[config.mk]
export PLATFORM = sky130hd
export DESIGN_NAME = mem_access_engine
export DESIGN_NICKNAME = d
export VERILOG_FILES = /design/src/rtl/mem_access_engine.sv
export SDC_FILE = /design/constraint.sdc
export NUM_CORES = 1
export LEC_CHECK = 0
export CAP_MARGIN = 20
export CORE_UTILIZATION = 42
export DETAILED_ROUTE_END_ITERATION = 16
export PLACE_DENSITY_LB_ADDON = 0.15
export SLEW_MARGIN = 25
export SYNTH_ARGS = -nofsm -noshare
export SYNTH_HDL_FRONTEND = slang
export SYNTH_SLANG_ARGS = --single-unit
[constraint.sdc]
create_clock -name clk -period 2.37 [get_ports clk]
set_input_delay 0.474 -clock clk [delete_from_list [all_inputs] [get_ports clk]]
set_output_delay 0.474 -clock clk [all_outputs]
set_load 0.05 [all_outputs]
[src/rtl/mem_access_engine.sv]
// ---------------------------------------------------------------------------
// mem_access_engine
//
// Downstream stage of a 3-requestor round-robin arbiter. On a one-hot grant
// seen while idle, the engine latches the owning requestor's command, drives
// one access onto a single-port synchronous SRAM (fixed read latency), then
// returns a single-cycle done pulse (and, for reads, the captured data) to
// that requestor. One access is in flight at a time; grants that arrive while
// the engine is busy are ignored.
//
// Parameters
//   AW        memory address width
//   DW        memory data width
//   RD_LAT    cycles from a read mem_en to valid mem_rdata (1..15)
//
// Ports
//   clk        in   rising-edge system clock
//   reset      in   asynchronous, active-high reset
//   grant      in   one-hot grant from the (registered) arbiter
//   req_addr   in   requestor addresses, requestor i at [i*AW +: AW]
//   req_wdata  in   requestor write data, requestor i at [i*DW +: DW]
//   req_we     in   per-requestor write enable (1 = write, 0 = read)
//   mem_en     out  SRAM access strobe, one cycle per access
//   mem_we     out  SRAM write enable, meaningful only with mem_en
//   mem_addr   out  SRAM address (holds last value when mem_en = 0)
//   mem_wdata  out  SRAM write data (holds last value when mem_en = 0)
//   mem_rdata  in   SRAM read data, valid RD_LAT cycles after a read mem_en
//   done       out  one-hot completion pulse to the owning requestor
//   rdata      out  last read data captured from the SRAM
//   busy       out  high whenever the engine is not idle
//   err        out  one-cycle pulse after a multi-hot grant seen while idle
// ---------------------------------------------------------------------------
module mem_access_engine #(
    parameter int AW     = 8,
    parameter int DW     = 16,
    parameter int RD_LAT = 2
) (
    input  logic            clk,
    input  logic            reset,
    input  logic [2:0]      grant,
    input  logic [3*AW-1:0] req_addr,
    input  logic [3*DW-1:0] req_wdata,
    input  logic [2:0]      req_we,
    output logic            mem_en,
    output logic            mem_we,
    output logic [AW-1:0]   mem_addr,
    output logic [DW-1:0]   mem_wdata,
    input  logic [DW-1:0]   mem_rdata,
    output logic [2:0]      done,
    output logic [DW-1:0]   rdata,
    output logic            busy,
    output logic            err
);

    localparam int CW = 4;  // wide enough for RD_LAT-1 up to 14

    typedef enum logic [2:0] {
        S_IDLE,
        S_ISSUE,
        S_WAIT,
        S_RESP,
        S_GAP
    } state_t;

    state_t          state_q, state_d;
    logic [1:0]      idx_q, idx_d;
    logic [CW-1:0]   cnt_q, cnt_d;
    logic            mem_en_q, mem_en_d;
    logic            mem_we_q, mem_we_d;
    logic [AW-1:0]   mem_addr_q, mem_addr_d;
    logic [DW-1:0]   mem_wdata_q, mem_wdata_d;
    logic [2:0]      done_q, done_d;
    logic [DW-1:0]   rdata_q, rdata_d;
    logic            busy_q, busy_d;
    logic            err_q, err_d;

    // -----------------------------------------------------------------------
    // Grant decode: exactly one bit set selects a requestor; anything else
    // with at least one bit set is a protocol error.
    // -----------------------------------------------------------------------
    logic            grant_onehot;
    logic [1:0]      grant_idx;
    logic [AW-1:0]   sel_addr;
    logic [DW-1:0]   sel_wdata;
    logic            sel_we;

    // NOTE: every signal assigned in an always_comb gets a default first, so
    // no path through the block can leave it unassigned and infer a latch.
    always_comb begin
        grant_onehot = 1'b1;
        grant_idx    = 2'd0;
        case (grant)
            3'b001:  grant_idx = 2'd0;
            3'b010:  grant_idx = 2'd1;
            3'b100:  grant_idx = 2'd2;
            default: grant_onehot = 1'b0;
        endcase
    end

    always_comb begin
        sel_addr  = req_addr[0 +: AW];
        sel_wdata = req_wdata[0 +: DW];
        sel_we    = req_we[0];
        case (grant_idx)
            2'd1: begin
                sel_addr  = req_addr[AW +: AW];
                sel_wdata = req_wdata[DW +: DW];
                sel_we    = req_we[1];
            end
            2'd2: begin
                sel_addr  = req_addr[2*AW +: AW];
                sel_wdata = req_wdata[2*DW +: DW];
                sel_we    = req_we[2];
            end
            default: ;
        endcase
    end

    // -----------------------------------------------------------------------
    // Next-state and registered-output logic.
    // The latched command lives directly in mem_addr/mem_wdata/mem_we: they
    // are loaded when the grant is accepted and simply hold afterwards, which
    // is also what makes the engine immune to later requestor changes.
    // -----------------------------------------------------------------------
    always_comb begin
        state_d     = state_q;
        idx_d       = idx_q;
        cnt_d       = cnt_q;
        mem_en_d    = 1'b0;
        mem_we_d    = mem_we_q;
        mem_addr_d  = mem_addr_q;
        mem_wdata_d = mem_wdata_q;
        done_d      = 3'b000;
        rdata_d     = rdata_q;
        err_d       = 1'b0;

        case (state_q)
            S_IDLE: begin
                if (grant_onehot) begin
                    idx_d       = grant_idx;
                    mem_addr_d  = sel_addr;
                    mem_wdata_d = sel_wdata;
                    mem_we_d    = sel_we;
                    mem_en_d    = 1'b1;
                    state_d     = S_ISSUE;
                end else if (grant != 3'b000) begin
                    err_d = 1'b1;
                end
            end
            S_ISSUE: begin
                if (mem_we_q) begin
                    done_d  = 3'b001 << idx_q;
                    state_d = S_RESP;
                end else begin
                    // Counting RD_LAT-1 down to 0 makes WAIT last RD_LAT
                    // cycles, so the capture edge lines up with mem_rdata.
                    cnt_d   = CW'(RD_LAT - 1);
                    state_d = S_WAIT;
                end
            end
            S_WAIT: begin
                if (cnt_q == '0) begin
                    rdata_d = mem_rdata;
                    done_d  = 3'b001 << idx_q;
                    state_d = S_RESP;
                end else begin
                    cnt_d = cnt_q - 1'b1;
                end
            end
            S_RESP: begin
                state_d = S_GAP;
            end
            // GAP swallows the stale grant the registered arbiter still
            // shows while the finished requestor drops its request.
            S_GAP: begin
                state_d = S_IDLE;
            end
            default: begin
                state_d = S_IDLE;
            end
        endcase

        busy_d = (state_d != S_IDLE);
    end

    // NOTE: state registers use non-blocking assignments so every flop samples
    // the pre-edge values, independent of statement order.
    always_ff @(posedge clk or posedge reset) begin
        if (reset) begin
            state_q     <= S_IDLE;
            idx_q       <= 2'd0;
            cnt_q       <= '0;
            mem_en_q    <= 1'b0;
            mem_we_q    <= 1'b0;
            mem_addr_q  <= '0;
            mem_wdata_q <= '0;
            done_q      <= 3'b000;
            rdata_q     <= '0;
            busy_q      <= 1'b0;
            err_q       <= 1'b0;
        end else begin
            state_q     <= state_d;
            idx_q       <= idx_d;
            cnt_q       <= cnt_d;
            mem_en_q    <= mem_en_d;
            mem_we_q    <= mem_we_d;
            mem_addr_q  <= mem_addr_d;
            mem_wdata_q <= mem_wdata_d;
            done_q      <= done_d;
            rdata_q     <= rdata_d;
            busy_q      <= busy_d;
            err_q       <= err_d;
        end
    end

    assign mem_en    = mem_en_q;
    assign mem_we    = mem_we_q;
    assign mem_addr  = mem_addr_q;
    assign mem_wdata = mem_wdata_q;
    assign done      = done_q;
    assign rdata     = rdata_q;
    assign busy      = busy_q;
    assign err       = err_q;

endmodule

# ---- Word level (Yosys, flattened, before mapping)
# Cells that the tools add are included.
dict set report classes {
  n_bitwise 0
  magnitude_cmp 0
  multipliers 0
  n_reduce_logical 9
  eq_ne 10
  muxes 20
  shift 1
  addsub 1
  div 0
}
# cell count
set op_table {}
lappend op_table {{16-bit one-hot mux with 2 select lines} 1}
lappend op_table {{8-bit one-hot mux with 2 select lines} 1}
lappend op_table {{3-bit 2-to-1 mux} 4}
lappend op_table {{3-bit one-hot mux with 4 select lines} 1}
lappend op_table {{3-bit by 2-bit == test with 1-bit output (second input constant)} 3}
lappend op_table {{4-bit 2-to-1 mux} 2}
lappend op_table {{4-bit one-hot mux with 2 select lines} 1}
lappend op_table {{1-bit 2-to-1 mux} 7}
lappend op_table {{3-bit by 1-bit == test with 1-bit output (second input constant)} 2}
lappend op_table {{3-bit one-hot mux with 2 select lines} 1}
lappend op_table {{3-bit nonzero test} 2}
lappend op_table {{4-bit zero test} 1}
lappend op_table {{2-bit != test (second input constant)} 2}
lappend op_table {{2-bit one-hot mux with 2 select lines} 1}
lappend op_table {{2-bit AND reduction} 2}
lappend op_table {{4-bit by 1-bit subtractor with 4-bit output (second input constant)} 1}
lappend op_table {{3-bit == test (second input constant)} 1}
lappend op_table {{3-bit zero test} 1}
lappend op_table {{3-bit AND reduction} 1}
lappend op_table {{3-bit OR reduction} 1}
lappend op_table {{1-bit by 2-bit left shift with 3-bit output (first input constant)} 1}
lappend op_table {{2-bit by 1-bit == test with 1-bit output (second input constant)} 1}
lappend op_table {{2-bit == test (second input constant)} 1}
lappend op_table {{1-bit one-hot mux with 2 select lines} 1}
lappend op_table {{2-bit nonzero test} 1}
dict set report word_totals {
  input_bits 96
  ramBits 0
  memories 0
  output_inout_bits 47
  regBits 56
  latch_bits 0
  rom_bits 0
  wordCells 52
}

# ---- Depth between registers and ports, before layout
# Gate-level depths: netlist of run 1.
dict set report depth {
  depth_word 6
  depth_mapped 7
}

# ---- Worst setup path before layout of run 1
# No wires, ideal clock.
dict set report synth_path {
  kind {in2reg}
  from {in grant[0]}
  to {reg mem_addr_q[0] (netlist: mem_addr[0])}
  path_buffers 2
  required_ns 2.244
  cell_stages 6
  arrival_time_ns 1.534
  path_slack_ns 0.710
  path_cell_list {buf_2 > xor2_1 > o211ai_4 > buf_2 > a21oi_1 > a221o_1}
}
dict set report synth_via {
  elab_chain_cells 4
  word_cells_on_any_way 10
}
# item line_no
set synth_lines {}
lappend synth_lines {{start: declaration} 40} ;# input logic [2:0] grant,
lappend synth_lines {{3-bit == test (tied with other cells)} 92} ;# case (grant)
lappend synth_lines {{2-bit one-hot mux with 2 select lines or 3-bit OR reduction (tied branches)} n/a}
lappend synth_lines {{2-bit == test (tied with other cells)} 104} ;# case (grant_idx)
lappend synth_lines {{8-bit one-hot mux with 2 select lines or 2-bit AND reduction (tied branches)} n/a}
lappend synth_lines {{end signal: assignment} 207} ;# mem_addr_q <= mem_addr_d;
lappend synth_lines {{end: declaration} 70} ;# logic [AW-1:0] mem_addr_q, mem_addr_d;
# Parallel ways exist; a longest one is shown, timed or not.
# A chain may end at the register's enable or synchronous reset.

# ---- Final worst setup path of run 1
dict set report layout_path {
  from {reg mem_we_q (netlist: mem_we)}
  to {out mem_we}
}
# item line_no
set layout_rtl {}
lappend layout_rtl {{start: declaration} 69} ;# logic mem_we_q, mem_we_d;
lappend layout_rtl {{start signal: assignment} 206} ;# mem_we_q <= mem_we_d;
lappend layout_rtl {{end: declaration} 45} ;# output logic mem_we,
# No word-level cell between the ends.

==> metrics.txt, run 1 <==
status complete, no violations; Max Cap Violations 0; unrepaired setup endpoints after global routing false; Avg Inst Size Synth around 10 sq um; leading cell type in the layout, fill and taps excluded clkdlybuf4s50_1; Period minus WS final slightly above 2 ns; Routed Wire Length ~8300 um; worst path required time 1.90 ns; CP max stage cell clkdlybuf4s50_1; initial antenna violation count 0; clk slew on worst S/H paths approximately 0.10 ns; GRT Resource Usage Total 0.219; Post-Syn Instances a little over 300; clock buffer count from CTS 5; initial DRC count around 120; FP Rows 30; core area just under 0.007 sq mm; clk_lat worst skew 0.31 ns; Area Overhead vs Synth 52.3%; period utilisation layout 0.855; Final #Nets about 540; Starting Density 0.444; vias per cell around 5.4; chip height around 87 um; remaining antenna violation count 0; # IOs roughly 140; ys flop type dfrtp_1; CTS tree built; Root Buffer clkbuf_8; Async SR Flop Fraction 1.00; worst rel slew slack 0.609; Die X-Extent 87.4 um; Setup WS post-layout roughly 0.34 ns; commonest cells after routing, fill and taps aside 140 x clkdlybuf4s50_1, 56 x dfrtp_1, 48 x nand2_1; ant diodes 0; Max H-tree Level 2; Final Skew ~0.0054 ns; Routed wire per std cell about 15 um; crit-path cells clkdlybuf4s50_1; DRC 0; Port Buf Inserts roughly 140; DPL Wire Length about 6300 um; synth warn 0; CTS Sinks 56; global-route wire length before repair 13000 um; critical path's largest stage delay 0.83 ns; max-slew violations 0; pin count of the biggest net entering global routing 46; pre-CTS setup slack ~0.15 ns; CP bufs+invs 1; top cell family by delay on the critical path buffers and inverters; EDFF count, synth 0; GRT Residual Overflow 0; f_max roughly 490 MHz; Syn Std Cell Area a little over 0.003 sq mm; die area about 0.0076 sq mm; Slew @ Worst Pin 0.579 ns; setup TNS 0 ns; post-CTS resize count 0; Setup Crit Path Kind reg -> out; Setup Buffers After CTS 0; Worst Path Arrival between 1.5 and 2 ns; register area share after synthesis 0.457; Hold Fails Final Rpt 0; first-pass iteration count of the detailed router 4; worst vdd ir 0.576 mV; crit path launch type register; DR vias a little under 3000; Mapped Nets ~400; clock buffer depth 2; #FFs+latches synth 56; Worst Hold Class reg -> reg; pwr dens between 1000 and 1500 mW/mm^2; P_leak about 1.9 nW; hold_buf cts 0; synth unique cells between 40 and 50; vias in the first global route 2834; layout cells sized above 1 0.0991; Worst Path Max Fanout 4; final setup vio count 0; Worst setup EP type output port; GP Congestion between 0.7 and 0.8
layout make-up:
| cell class | instances | area, sq um |
|---|---|---|
| Timing Repair Buffer | 154 | 1510 |
| Clock inverter | 2 | 16.3 |
| Inverter | 7 | 26.3 |
| Tap cell | 96 | 120 |
| Clock buffer | 6 | 72.6 |
| Multi-Input combinational cell | 219 | 1520 |
| Fill cell | 581 | 2240 |
| Sequential cell | 56 | 1400 |
logic make-up after synthesis:
family,count (synthesis),share of synthesized area
DFF,56,0.457
and+or+nand+nor,89,0.137
muxes,17,0.0743
adders and majority gates,2,0.00816
xor gates and xnor gates,3,0.00857
buffers and inverters,33,0.0478
AOI/OAI and AO/OA,108,0.267
flip-flops by register name, summed over array words and instances (netlist names):
signal and flops:
idx_q 2, mem_en 1, mem_we 1, mem_addr 8, busy 1, mem_wdata 16
rdata 16, err 1, cnt_q 4, done 3, state_q 3
final timing paths:
check	startpoint	to	slack, ns	cells past startpoint
worst max-delay path	mem_we	mem_we	0.34	1
worst min-delay path	mem_wdata[8]	mem_wdata[8]	0.48	2
worst max register to register	cnt_q[0]	rdata[8]	0.64	5
worst min register to register	mem_wdata[8]	mem_wdata[8]	0.48	2
max in group asynchronous	reset	mem_wdata[12]	1.48	3
min in group asynchronous	reset	rdata[10]	0.59	3
per-stage QoR:
step                cell area [sq um]  total power, mW  utilization  hold WS, ns  cells
finish                           4670             5.58        0.676        0.485    540
global route                     4670             5.88        0.676        0.526    540
CTS                              4670             5.62        0.676        0.491    540
detailed placement               4580             5.09        0.663        0.469    532
global placement                 4580             5.02        0.663        0.461    532
floorplan                        3070             3.93            -        0.447    308
tightest hold or removal path, delay by kind of cell (launching register included):
kind,cells,cell delay [ns]
DFF,1,0.35
AOI/OAI and AO/OA,1,0.06
and+or+nand+nor,1,0.05
Yosys cell counts, drive strengths merged, types with 2 or more instances:
| master | number | area share |
|---|---|---|
| dfrtp | 56 | 0.46 |
| nand2 | 49 | 0.062 |
| nor2 | 25 | 0.031 |
| o21ai | 21 | 0.034 |
| o211ai | 20 | 0.053 |
| o221ai | 19 | 0.054 |
| o22a | 19 | 0.054 |
| mux2 | 16 | 0.071 |
| buf | 13 | 0.023 |
| clkbuf | 13 | 0.016 |
| a21oi | 11 | 0.018 |
| inv | 7 | 0.0086 |
| a221o | 6 | 0.020 |
| a32oi | 6 | 0.017 |
| nor3b | 4 | 0.015 |
| nor3 | 3 | 0.0086 |
| a21o | 2 | 0.0049 |
| ha | 2 | 0.0082 |
| nor2b | 2 | 0.0041 |
| xnor2 | 2 | 0.0057 |
routing by layer:
layer | wire [um] | vias to the layer above | track usage
li1 | - | 1418 | -
met1 | 3360 | 1400 | 0.257
met2 | 4170 | 106 | 0.391
met3 | 673 | 6 | 0.0692
met4 | 59 | 0 | 0.0462
met5 | 0 | - | 0
where the power goes:
part	total (mW)	leakage, nW	internal (mW)	switching [mW]
Sequential	1.69	0.690	1.40	0.290
Combinational	3.37	1.20	1.32	2.05
Clock	0.521	0.0414	0.211	0.310
Note: power is estimated with default switching activity, not from simulation.
==> run 2: changes to the inputs <==
Settings changed: CTS_CLUSTER_DIAMETER set to 200.
==> results of run 2 <==
Final layout, timing and power as in run 1 (identical DEF).
==> run 3: changes to the inputs <==
Settings changed: CORE_MARGIN set to 2.
==> metrics.txt, run 3 (synthesis results as in run 1) <==
Max Cap Violations 0 (unchanged); CP Launch Point mem_we; Starting Density 0.427 (-0.0166); fin area 0.00468 sq mm (+0.16%); GP Congestion 0.769 (+4.8%); WHS Endpoint mem_wdata[8]; Setup Crit Path Kind reg -> out; DPL Wire Length 6010 um (-5.2%); worst path required time 1.90 ns (about the same); initial DRC count 129 (+10%); critical path's largest stage delay 0.84 ns (about the same); pwr dens 1210 mW/mm^2 (+1.3%); FP Rows 31 (+3.3%); clock buffer count from CTS 5 (unchanged); global-route wire length before repair 12400 um (-4.7%); CP max stage cell clkdlybuf4s50_1; Routed Wire Length 8120 um (-1.7%); GRT Resource Usage Total 0.199 (-0.0203); status complete, no violations; worst vdd ir 0.541 mV (-6.2%); clk_lat worst skew 0.30 ns (about the same); chip height 89.4 um (+2.3%); clk slew on worst S/H paths 0.10 ns (about the same); setup TNS 0 ns (unchanged); reg2reg setup slack 0.64 ns (about the same); final setup vio count 0 (unchanged); GRT Residual Overflow 0 (unchanged); crit-path cells clkdlybuf4s50_1; Final Skew 0.00407 ns (-0.00134 ns); max-slew violations 0 (unchanged); dpl cells 533 (+0.19%); Post-DP Area 0.00457 sq mm (-0.25%); clock buffer depth 2 (unchanged); r2r endpoint rdata[5]; worst rel slew slack 0.639 (+0.0306); DR vias 2891 (-1.3%); period utilisation layout 0.862 (+0.00711); f_max 490 MHz (-0.82%); Max H-tree Level 2 (unchanged); vias per cell 5.34 (-1.5%); initial antenna violation count 0 (unchanged); Total Power 5.66 mW (+1.4%); Setup Buffers After CTS 0 (unchanged); remaining antenna violation count 0 (unchanged); hold path start mem_wdata[8]; Hold Fails Final Rpt 0 (unchanged); hold_buf cts 0 (unchanged); Hold Crit Depth 2 (unchanged); CTS Sinks 56 (unchanged); CP bufs+invs 1 (unchanged); pin count of the biggest net entering global routing 57 (+24%); crit path launch type register; P_leak 1.94 nW (+0.24%); Worst Path Max Fanout 4 (unchanged); CTS tree built; Worst Path Arrival 1.57 ns (+0.02 ns); Worst R2R Start cnt_q[0]; Final #Nets 539 (-0.37%); Final Util 0.652 (-0.0243); Worst setup EP type output port; Root Buffer clkbuf_8; Worst Hold Class reg -> reg; Setup WS post-layout 0.327 ns (-0.0168 ns); Port Buf Inserts 142 (unchanged); Worst R2R Path Depth 5 (unchanged); layout cells sized above 1 0.0950 (-0.00408); vias in the first global route 2608 (-8.0%); # IOs 143 (unchanged); die area 0.00800 sq mm (+4.6%); unrepaired setup endpoints after global routing false; leading cell type in the layout, fill and taps excluded clkdlybuf4s50_1; top cell family by delay on the critical path buffers and inverters; post-CTS resize count 0 (unchanged); Routed wire per std cell 15.0 um (-1.9%); DRC 0 (unchanged); final std cells w/o fill 541 (+0.19%); core area 0.00718 sq mm (+3.9%); Area Overhead vs Synth 52.5%; first-pass iteration count of the detailed router 4 (unchanged); Die X-Extent 89.4 um (+2.3%); Period minus WS final 2.04 ns (+0.0168 ns); pre-CTS setup slack 0.169 ns (+0.0161 ns); commonest cells after routing, fill and taps aside 140 x clkdlybuf4s50_1, 56 x dfrtp_1, 48 x nand2_1; Fin Hold WS 0.486 ns (+0.00141 ns); Slew @ Worst Pin 0.539 ns (-0.0394 ns); ant diodes 0 (unchanged)
run 3: changes by cell type in the layout (fill, tap and decap cells not counted), sizes merged:
cell,delta
buf,-2
bufinv,+1
clkinvlp,-1
run 3: routing by layer:
metal | track usage | routed length (um)
met2 | 0.305 | 3760
met1 | 0.282 | 3550
met4 | 0.0502 | 68
met3 | 0.0508 | 736
met5 | 0 | 0
run 3: cell type report:
type | instances | area, sq um
Fill cell | 580 | 2500
Inverter | 7 | 26.3
Tap cell | 99 | 124
Timing Repair Buffer | 152 | 1500
Multi-Input combinational cell | 219 | 1520
Sequential cell | 56 | 1400
Clock inverter | 2 | 35.0
Clock buffer | 6 | 72.6
run 3: how the worst max path moves through the flow:
stage | endpoint | slack, ns | cells past startpoint
2_1_floorplan | busy | 0.52 | 1
3_3_place_gp | mem_wdata[2] | 0.22 | 5
3_5_place_dp | mem_addr[0] | 0.17 | 5
4_1_cts | mem_we | 0.32 | 1
5_1_grt | mem_we | 0.28 | 1
6_report | mem_we | 0.33 | 1
run 3: report_power, final:
group          leakage [nW]  switching, mW  internal, mW
clock network        0.0552          0.295         0.314
registers             0.690          0.293          1.40
logic                  1.19           2.05          1.31
==> edit, RTL diff (settings of run 2) <==
Change the localparam `CW` from 4 to 5.
--- a/src/rtl/mem_access_engine.sv
+++ b/src/rtl/mem_access_engine.sv
@@ -52,7 +52,7 @@
     output logic            err
 );
 
-    localparam int CW = 4;  // wide enough for RD_LAT-1 up to 14
+    localparam int CW = 5;  // wide enough for RD_LAT-1 up to 14
 
     typedef enum logic [2:0] {
         S_IDLE,
Check against the original RTL: no difference found for any inputs over 10 cycles, from zero or initial values and one cycle with reset high; that may be too few to reach the edited logic, so the function may still have changed.
==> edit against run 2 <==
Wire length up 4.5%. Area after synthesis up 3.6%. Via count up 4.0%. Sequential cell count up 1. Highest routed layer unchanged. Power up 8.3%. Worst setup slack worse by 0.038 ns. Non-clock buffer count down 4. Register-to-register slack worse by 0.03 ns. Critical endpoint unchanged. Cell count up 4.6%. Design area up 4.4%.
==> edit: results (changes against run 2) <==
| Metric | Value |
|---|---|
| Sequential share of the synthesized area | 0.449 (was 0.457) |
| Gpl congestion | 0.760 (was 0.734) |
| Nets | 559 (was 541) |
| Main synth FF type | dfrtp_1 (unchanged) |
| Filler instances | 604 (was 581) |
| Worst reg2reg endpoint | done[1] (was rdata[8]) |
| Layout cells sized above 1 | 0.107 (was 0.0991) |
| Library cells used by synthesis | 39 (was 42) |
| Worst r2r path cells | 6 (was 5) |
| Vias in the first global route | 2866 (was 2834) |
| 1st-iter DRT viols | 85 (was 117) |
| Async SR Flop Fraction | 1.00 (unchanged) |
| Post-CTS Resized | 0 (unchanged) |
| GRT Resource Usage Total | 0.224 (was 0.219) |
| Global-route wire length before repair | 13500 µm (was 13000 µm) |
| Htree depth | 3 (was 2) |
| CTS Buffer Depth | 2 (unchanged) |
| Tightest Hold Check Type | input pin to asynchronous set/reset pin (was register to register) |
| Root Buffer | clkbuf_8 (unchanged) |
| Reg2Reg Setup Slack | 0.61 ns (was 0.64 ns) |
| CP max FO | 5 (was 4) |
| Max VDD drop | 0.488 mV (was 0.576 mV) |
| CTS Hold Bufs | 0 (unchanged) |
| Status | finished clean (unchanged) |
| Max incr delay on CP | 0.83 ns (about the same) |
| Detailed placement HPWL | 6220 µm (was 6340 µm) |
| Leakage | 2.02 nW (was 1.93 nW) |
| Critical path arrival | 1.59 ns (was 1.55 ns) |
| Slowest stage cell, crit path | clkdlybuf4s50_1 (unchanged) |
| Hold Slack | 0.459 ns (was 0.485 ns) |
| Routed length per placed instance | 15.3 µm (about the same) |
| Synth warn | 0 (unchanged) |
| CP delay by family, top | buffers and inverters (unchanged) |
| Port bufs | 142 (unchanged) |
| Pre-antenna DRT Iters | 6 (was 4) |
| Synth top area share | 0.449 (was 0.457) |
| TritonCTS Buffers | 9 (was 5) |
| Fin Clk Skew | 0.0117 ns (was 0.00541 ns) |
| Clk Latency, worst-skew pair | 0.33 ns (was 0.31 ns) |
| Via count | 3046 (was 2930) |
| Post-CTS Setup Inserts | 0 (unchanged) |
| Clock slew at reported path FFs | 0.08 ns (was 0.10 ns) |
| Setup crit start | mem_we (unchanged) |
| Synth top cells by count | dfrtp_1, nand2_1, nor2_1 (unchanged) |
| Initial antenna violation count | 0 (unchanged) |
| Largest cells by area after synthesis | dfrtp_1, nand2_1, o221ai_1 (unchanged) |
| Worst r2r src | cnt_q[0] (unchanged) |
| Largest net degree at the start of global routing | 64 (was 46) |
| Worst Setup EP | mem_we (unchanged) |
| Post-Syn Nets | 424 (was 406) |
| N_diodes | 0 (unchanged) |
| Worst-Margin Slew | 0.577 ns (was 0.579 ns) |
==> edit: logic make-up (layout without fill, tap and decap cells) <==
| group | after synthesis | in the layout | share of synthesized area |
|---|---|---|---|
| flip-flops | 57 | 57 | 0.449 |
| XOR/XNOR | 3 | 3 | 0.00828 |
| adder cells (fa/ha/maj) | 2 | 2 | 0.00788 |
| AO/OA/AOI/OAI | 111 | 111 | 0.264 |
| AND/OR/NAND/NOR | 104 | 104 | 0.151 |
| multiplexers | 17 | 17 | 0.0717 |
| buffers and inverters | 32 | 172 | 0.0473 |
==> edit: how the worst min path moves through the flow <==
| stage | start | endpoint |
|---|---|---|
| 4_1_cts | reset | rdata[11] |
| 5_1_grt | mem_addr[0] | mem_addr[0] |
| 3_5_place_dp | mem_addr[7] | mem_addr[7] |
| 3_3_place_gp | mem_wdata[8] | mem_wdata[8] |
| 2_1_floorplan | idx_q[1] | done[0] |
| 6_report | reset | rdata[3] |
==> edit: final cells by class <==
type,instances,share of cell area
inverters,6,0.00462
clock inverters,6,0.0136
well taps,99,0.0254
clock buffers,10,0.0282
multi-input cells,237,0.328
repair buffers,150,0.307
flip-flops and latches,57,0.293
==> edit: worst register-to-register path, cell delays in order (launching register included) <==
cell      delay [ns]
dfrtp_1         0.41
inv_1           0.09
ha_1            0.18
or4b_4          0.51
o22ai_2         0.11
nand2b_1        0.13
nor3b_1         0.24
==> edit: metal layers <==
layer	wire (µm)	vias to the layer above	track usage
met5	0	-	0
met4	126	0	0.0837
met3	724	13	0.0628
met2	4190	118	0.376
met1	3590	1431	0.275
li1	-	1484	-
==> edit: metrics by stage <==
stage / utilization / setup WS, ns / instance area, µm² / instances
final: 0.668 / 0.307 / 4870 / 565
after floorplan: - / 0.496 / 3180 / 326
after global routing: 0.668 / 0.222 / 4870 / 565
after global placement: 0.640 / 0.167 / 4670 / 549
after CTS: 0.668 / 0.292 / 4870 / 565
after detailed placement: 0.640 / 0.122 / 4670 / 549
==> edit: report_power, final <==
group / internal (mW) / switching, mW / total (mW)
clock network: 0.515 / 0.410 / 0.926
registers: 1.42 / 0.306 / 1.73
logic: 1.32 / 2.07 / 3.39
